File: src/rtl/fetch_unit_pkg.sv
// Shared state codes and opcode fields for the control state machine
// and the fetch datapath.
package fetch_unit_pkg;

  typedef enum logic [5:0] {
    S_IDLE   = 6'd0,
    S_FETCH1 = 6'd1,
    S_FETCH2 = 6'd2,
    S_FETCH3 = 6'd3,
    S_LDR11  = 6'd4,
    S_LDR12  = 6'd5,
    S_LDR13  = 6'd6,
    S_LDR14  = 6'd7,
    S_LDR21  = 6'd8,
    S_LDR22  = 6'd9,
    S_LDR23  = 6'd10,
    S_LDR24  = 6'd11,
    S_STAC1  = 6'd12,
    S_STAC2  = 6'd13,
    S_STAC3  = 6'd14,
    S_STAC4  = 6'd15,
    S_ADD    = 6'd16,
    S_MUL    = 6'd17
  } state_t;

  localparam logic [5:0] OP_HALT = 6'd0;
  localparam logic [5:0] OP_LDR1 = 6'd1;
  localparam logic [5:0] OP_LDR2 = 6'd2;
  localparam logic [5:0] OP_STAC = 6'd3;
  localparam logic [5:0] OP_ADD  = 6'd4;
  localparam logic [5:0] OP_MUL  = 6'd5;

  localparam int OPC_MSB = 15;
  localparam int OPC_LSB = 10;

endpackage

File: src/rtl/fetch_unit_reg.sv
// Width-N register with synchronous reset, load and increment enables.
// Load takes priority over increment.
module fetch_reg #(
  parameter int W = 8
) (
  input  logic         clock,
  input  logic         reset,
  input  logic         ld,
  input  logic         inc,
  input  logic [W-1:0] d,
  output logic [W-1:0] q
);

  always_ff @(posedge clock) begin
    if (reset)
      q <= '0;
    else if (ld)
      q <= d;
    else if (inc)
      q <= q + 1'b1;
  end

endmodule

File: src/rtl/fetch_unit.sv
// Fetch datapath: PC, AR, IR and DR driven by the control state code,
// plus sticky halt/illegal flags and a saturating fetch counter.
module fetch_unit
  import fetch_unit_pkg::*;
#(
  parameter int ADDR_W = 8,
  parameter int DATA_W = 16
) (
  input  logic              clock,
  input  logic              reset,
  input  logic [5:0]        state,
  input  logic [DATA_W-1:0] mem_rdata,
  output logic [ADDR_W-1:0] mem_addr,
  output logic              mem_rd_en,
  output logic [DATA_W-1:0] IR,
  output logic [DATA_W-1:0] DR,
  output logic [ADDR_W-1:0] PC,
  output logic              halted,
  output logic              illegal_op,
  output logic [15:0]       fetch_cnt
);

  state_t      st;
  logic        ar_ld;
  logic        ir_ld;
  logic        dr_ld;
  logic        pc_inc;
  logic [5:0]  opc;
  logic [ADDR_W-1:0] ar;

  assign st  = state_t'(state);
  assign opc = mem_rdata[OPC_MSB:OPC_LSB];
  assign mem_addr = ar;

  always_comb begin
    ar_ld     = 1'b0;
    ir_ld     = 1'b0;
    dr_ld     = 1'b0;
    pc_inc    = 1'b0;
    mem_rd_en = 1'b0;
    unique case (1'b1)
      (st == S_FETCH1 || st == S_LDR11 || st == S_LDR21):
        ar_ld = 1'b1;
      (st == S_FETCH2 || st == S_LDR12 || st == S_LDR22):
        mem_rd_en = 1'b1;
      (st == S_FETCH3): begin
        ir_ld  = 1'b1;
        pc_inc = 1'b1;
      end
      (st == S_LDR13 || st == S_LDR23): begin
        dr_ld  = 1'b1;
        pc_inc = 1'b1;
      end
      default: ;
    endcase
  end

  fetch_reg #(.W(ADDR_W)) u_pc (
    .clock (clock),
    .reset (reset),
    .ld    (1'b0),
    .inc   (pc_inc),
    .d     ('0),
    .q     (PC)
  );

  fetch_reg #(.W(ADDR_W)) u_ar (
    .clock (clock),
    .reset (reset),
    .ld    (ar_ld),
    .inc   (1'b0),
    .d     (PC),
    .q     (ar)
  );

  fetch_reg #(.W(DATA_W)) u_ir (
    .clock (clock),
    .reset (reset),
    .ld    (ir_ld),
    .inc   (1'b0),
    .d     (mem_rdata),
    .q     (IR)
  );

  fetch_reg #(.W(DATA_W)) u_dr (
    .clock (clock),
    .reset (reset),
    .ld    (dr_ld),
    .inc   (1'b0),
    .d     (mem_rdata),
    .q     (DR)
  );

  always_ff @(posedge clock) begin
    if (reset) begin
      halted     <= 1'b0;
      illegal_op <= 1'b0;
      fetch_cnt  <= '0;
    end else if (ir_ld) begin
      if (opc == OP_HALT)
        halted <= 1'b1;
      if (opc > OP_MUL)
        illegal_op <= 1'b1;
      if (fetch_cnt != 16'hFFFF)
        fetch_cnt <= fetch_cnt + 16'd1;
    end
  end

endmodule
File: config.mk
export PLATFORM = sky130hd
export DESIGN_NAME = fetch_unit
export DESIGN_NICKNAME = d
export VERILOG_FILES = /design/src/rtl/fetch_unit_pkg.sv /design/src/rtl/fetch_unit_reg.sv /design/src/rtl/fetch_unit.sv
export SDC_FILE = /design/constraint.sdc
export NUM_CORES = 1
export LEC_CHECK = 0
export BUFFER_PORTS_ARGS = -buffer_cell sky130_fd_sc_hd__buf_2
export CAP_MARGIN = 20
export CORE_ASPECT_RATIO = 0.8
export CORE_MARGIN = 5
export CORE_UTILIZATION = 54
export CTS_CLUSTER_DIAMETER = 120
export CTS_CLUSTER_SIZE = 12
export DETAILED_ROUTE_END_ITERATION = 10
export MAX_ROUTING_LAYER = met4
export PLACE_DENSITY = 0.84
export SLEW_MARGIN = 10
export SYNTH_ARGS = -nofsm -noshare
export SYNTH_HDL_FRONTEND = slang
export SYNTH_SLANG_ARGS = --single-unit
File: constraint.sdc
create_clock -name clock -period 3.4 [get_ports clock]
set_clock_uncertainty 0.1 [all_clocks]
set_input_delay 0.51 -clock clock [delete_from_list [all_inputs] [get_ports clock]]
set_output_delay 0.51 -clock clock [all_outputs]
set_load 0.005 [all_outputs]
==> impl_metrics.tcl <==
set metrics [dict create \
    vias 2642 \
    dp_hpwl_mm 5.10 \
    seq_area_frac_synth 0.476 \
    setup-violations-final 0 \
    cap_violations 0 \
    cts_buffer_depth 2 \
    final_common_cell "buf_2" \
    final_cell_mix "90 x buf_2, 66 x dfxtp_1, 41 x nand2_1" \
    p_leak_nw 1.64 \
    cp.arrival_ps 2360 \
    syn_avg_cell_area_um2 8.98 \
    dp_slack_ps 969 \
    cts.sinks 66 \
    fmax_mhz 447 \
    async_flop_share 0 \
    die_area_mm2 0.00668 \
    fp.dieH_um 74.1 \
    antenna_found_initial 0 \
    diodes 0 \
    whs_ps 312 \
    layout_setup_ws_ps 1160 \
    cts_resized 0 \
    clockRootBuffer "clkbuf_8" \
    hp-class "input port to register" \
    core_area_mm2 0.00501 \
    gp_congestion 0.800 \
    drt_iter0_markers 165 \
    drc 0 \
    status "finished, final reports clean" \
    crit_type "register to register" \
    final_nets 424 \
    fin_crit_ps 2240 \
    numCtsBuffers 9 \
    syn_nets 335 \
    fin_crit_sh 0.658 \
    postCtsSetupBuffers 0 \
    drive_above_1_share 0.290 \
    crit_fanout 19 \
    path_clk_slew_ps 70 \
    numPortBuffers 90 \
    relSlewSlack 0.355 \
    ant_nets 0 \
    insertion_delay_ps 340 \
    ys_ff_latch 66 \
    yosys_warnings 0 \
    power_density_mw_per_mm2 455 \
    wl_per_cell_um 15.2 \
    ir_drop_mv 0.303 \
    track_usage 0.220 \
    synth_edf_count 0 \
    final_hold_viol_count 0 \
    rsz0062_at_grt "no" \
    start_kind "register" \
    cts_hold_buffers 0 \
    dr.pass1.iters 4 \
    vias_per_cell 5.68 \
    finalWirelength_mm 7.07 \
    syn_area_mm2 0.00278 \
    die_width_um 90.2 \
    required_ps 3530 \
    grt_pass1_wl_mm 11.6 \
    fin_total_pwr_mw 1.59 \
    synthFlopType "dfxtp_1" \
    worst_setup_path_end_kind "register" \
    areaGrowthSynthToFinish_pct 25.6 \
    setup_tns_ps 0 \
    start_util 0.554 \
    n_fill_cell 419 \
    grt_max_degree 37 \
    gr-total-overflow 0 \
    synth_cell_types 37 \
    slew_violations 0 \
    tightest_slew_ps 967 \
    netlist_instances 309 \
    ios 91 \
    htree_levels 3 \
    cts_tree "done" \
    fin_util 0.696 \
    rows 23 \
    grt_pass1_vias 2542 \
]
## layout make-up
cell class | instances | area [µm²] | share of cell area
repair buffers | 93 | 473 | 0.136
inverters | 5 | 18.8 | 0.00538
flip-flops and latches | 66 | 1320 | 0.379
well taps | 62 | 77.6 | 0.0223
clock inverters | 6 | 88.8 | 0.0255
multi-input cells | 223 | 1370 | 0.393
clock buffers | 10 | 138 | 0.0395
## routing by layer
metal / GRT usage / part of all wire / vias to the layer above
met1: 0.258 / 0.44 / 1237
met2: 0.354 / 0.47 / 99
li1: - / - / 1293
met4: 0.0926 / 0.016 / 0
met3: 0.0677 / 0.079 / 13
met5: - / 0 / -
## synth_stat cells, types with 3 or more instances
library cell	n	area share
a21oi_1	37	0.067
and4_1	3	0.0095
buf_2	5	0.0090
clkbuf_1	9	0.012
dfxtp_1	66	0.48
inv_1	5	0.0068
mux2i_1	25	0.090
nand2_1	41	0.055
nand3_1	8	0.014
nand4_1	7	0.016
nor2_1	31	0.042
nor3_1	7	0.013
nor4_1	3	0.0068
o21ai_0	3	0.0054
o21ai_1	8	0.014
o31ai_1	9	0.024
or3_1	9	0.020
or4_1	8	0.022
xor2_1	3	0.0095
## cells by family (layout without fill, tap and decap cells)
| kind of cell | after synthesis | count (layout) | synth area share |
|---|---|---|---|
| AOI/OAI and AO/OA | 62 | 62 | 0.127 |
| xor gates and xnor gates | 3 | 3 | 0.00947 |
| adders and majority gates | 2 | 2 | 0.00902 |
| buffers and inverters | 20 | 114 | 0.0307 |
| DFF | 66 | 66 | 0.476 |
| muxes | 26 | 26 | 0.0942 |
| and+or+nand+nor | 130 | 130 | 0.253 |
## critical path, cell delays in order (launching register included)
cell and delay [ps]:
dfxtp_1 430, ha_1 320, nand3_1 150, nor4_4 680, nor4_1 110, mux2_1 340
## power by group
part	internal (mW)	leakage, nW	switching, mW
Sequential	0.778	0.532	0.00350
Combinational	0.0258	1.00	0.0427
Clock	0.434	0.109	0.302
Total	1.24	1.64	0.348
## worst paths after layout
| check | startpoint | end | slack [ps] | cells past startpoint |
|---|---|---|---|---|
| setup / recovery | fetch_cnt[0] | fetch_cnt[15] | 1160 | 5 |
| hold / removal | mem_rdata[4] | u_ir.q[4] | 310 | 3 |
| setup reg to reg | fetch_cnt[0] | fetch_cnt[15] | 1160 | 5 |
| hold reg to reg | u_ir.q[4] | u_ir.q[4] | 350 | 2 |
## state kept, by name, indices dropped and copies added, names as in the netlist
signal / cells
halted: 1
illegal_op: 1
u_ir.q: 16
fetch_cnt: 16
u_ar.q: 8
u_pc.q: 8
u_dr.q: 16
## per-stage QoR
stage / instance area (µm²) / instances
4_1_cts: 3490 / 465
2_1_floorplan: 2780 / 309
6_report: 3490 / 465
3_3_place_gp: 3260 / 449
3_5_place_dp: 3260 / 449
5_1_grt: 3490 / 465
Power figures use the tool's default switching activity.
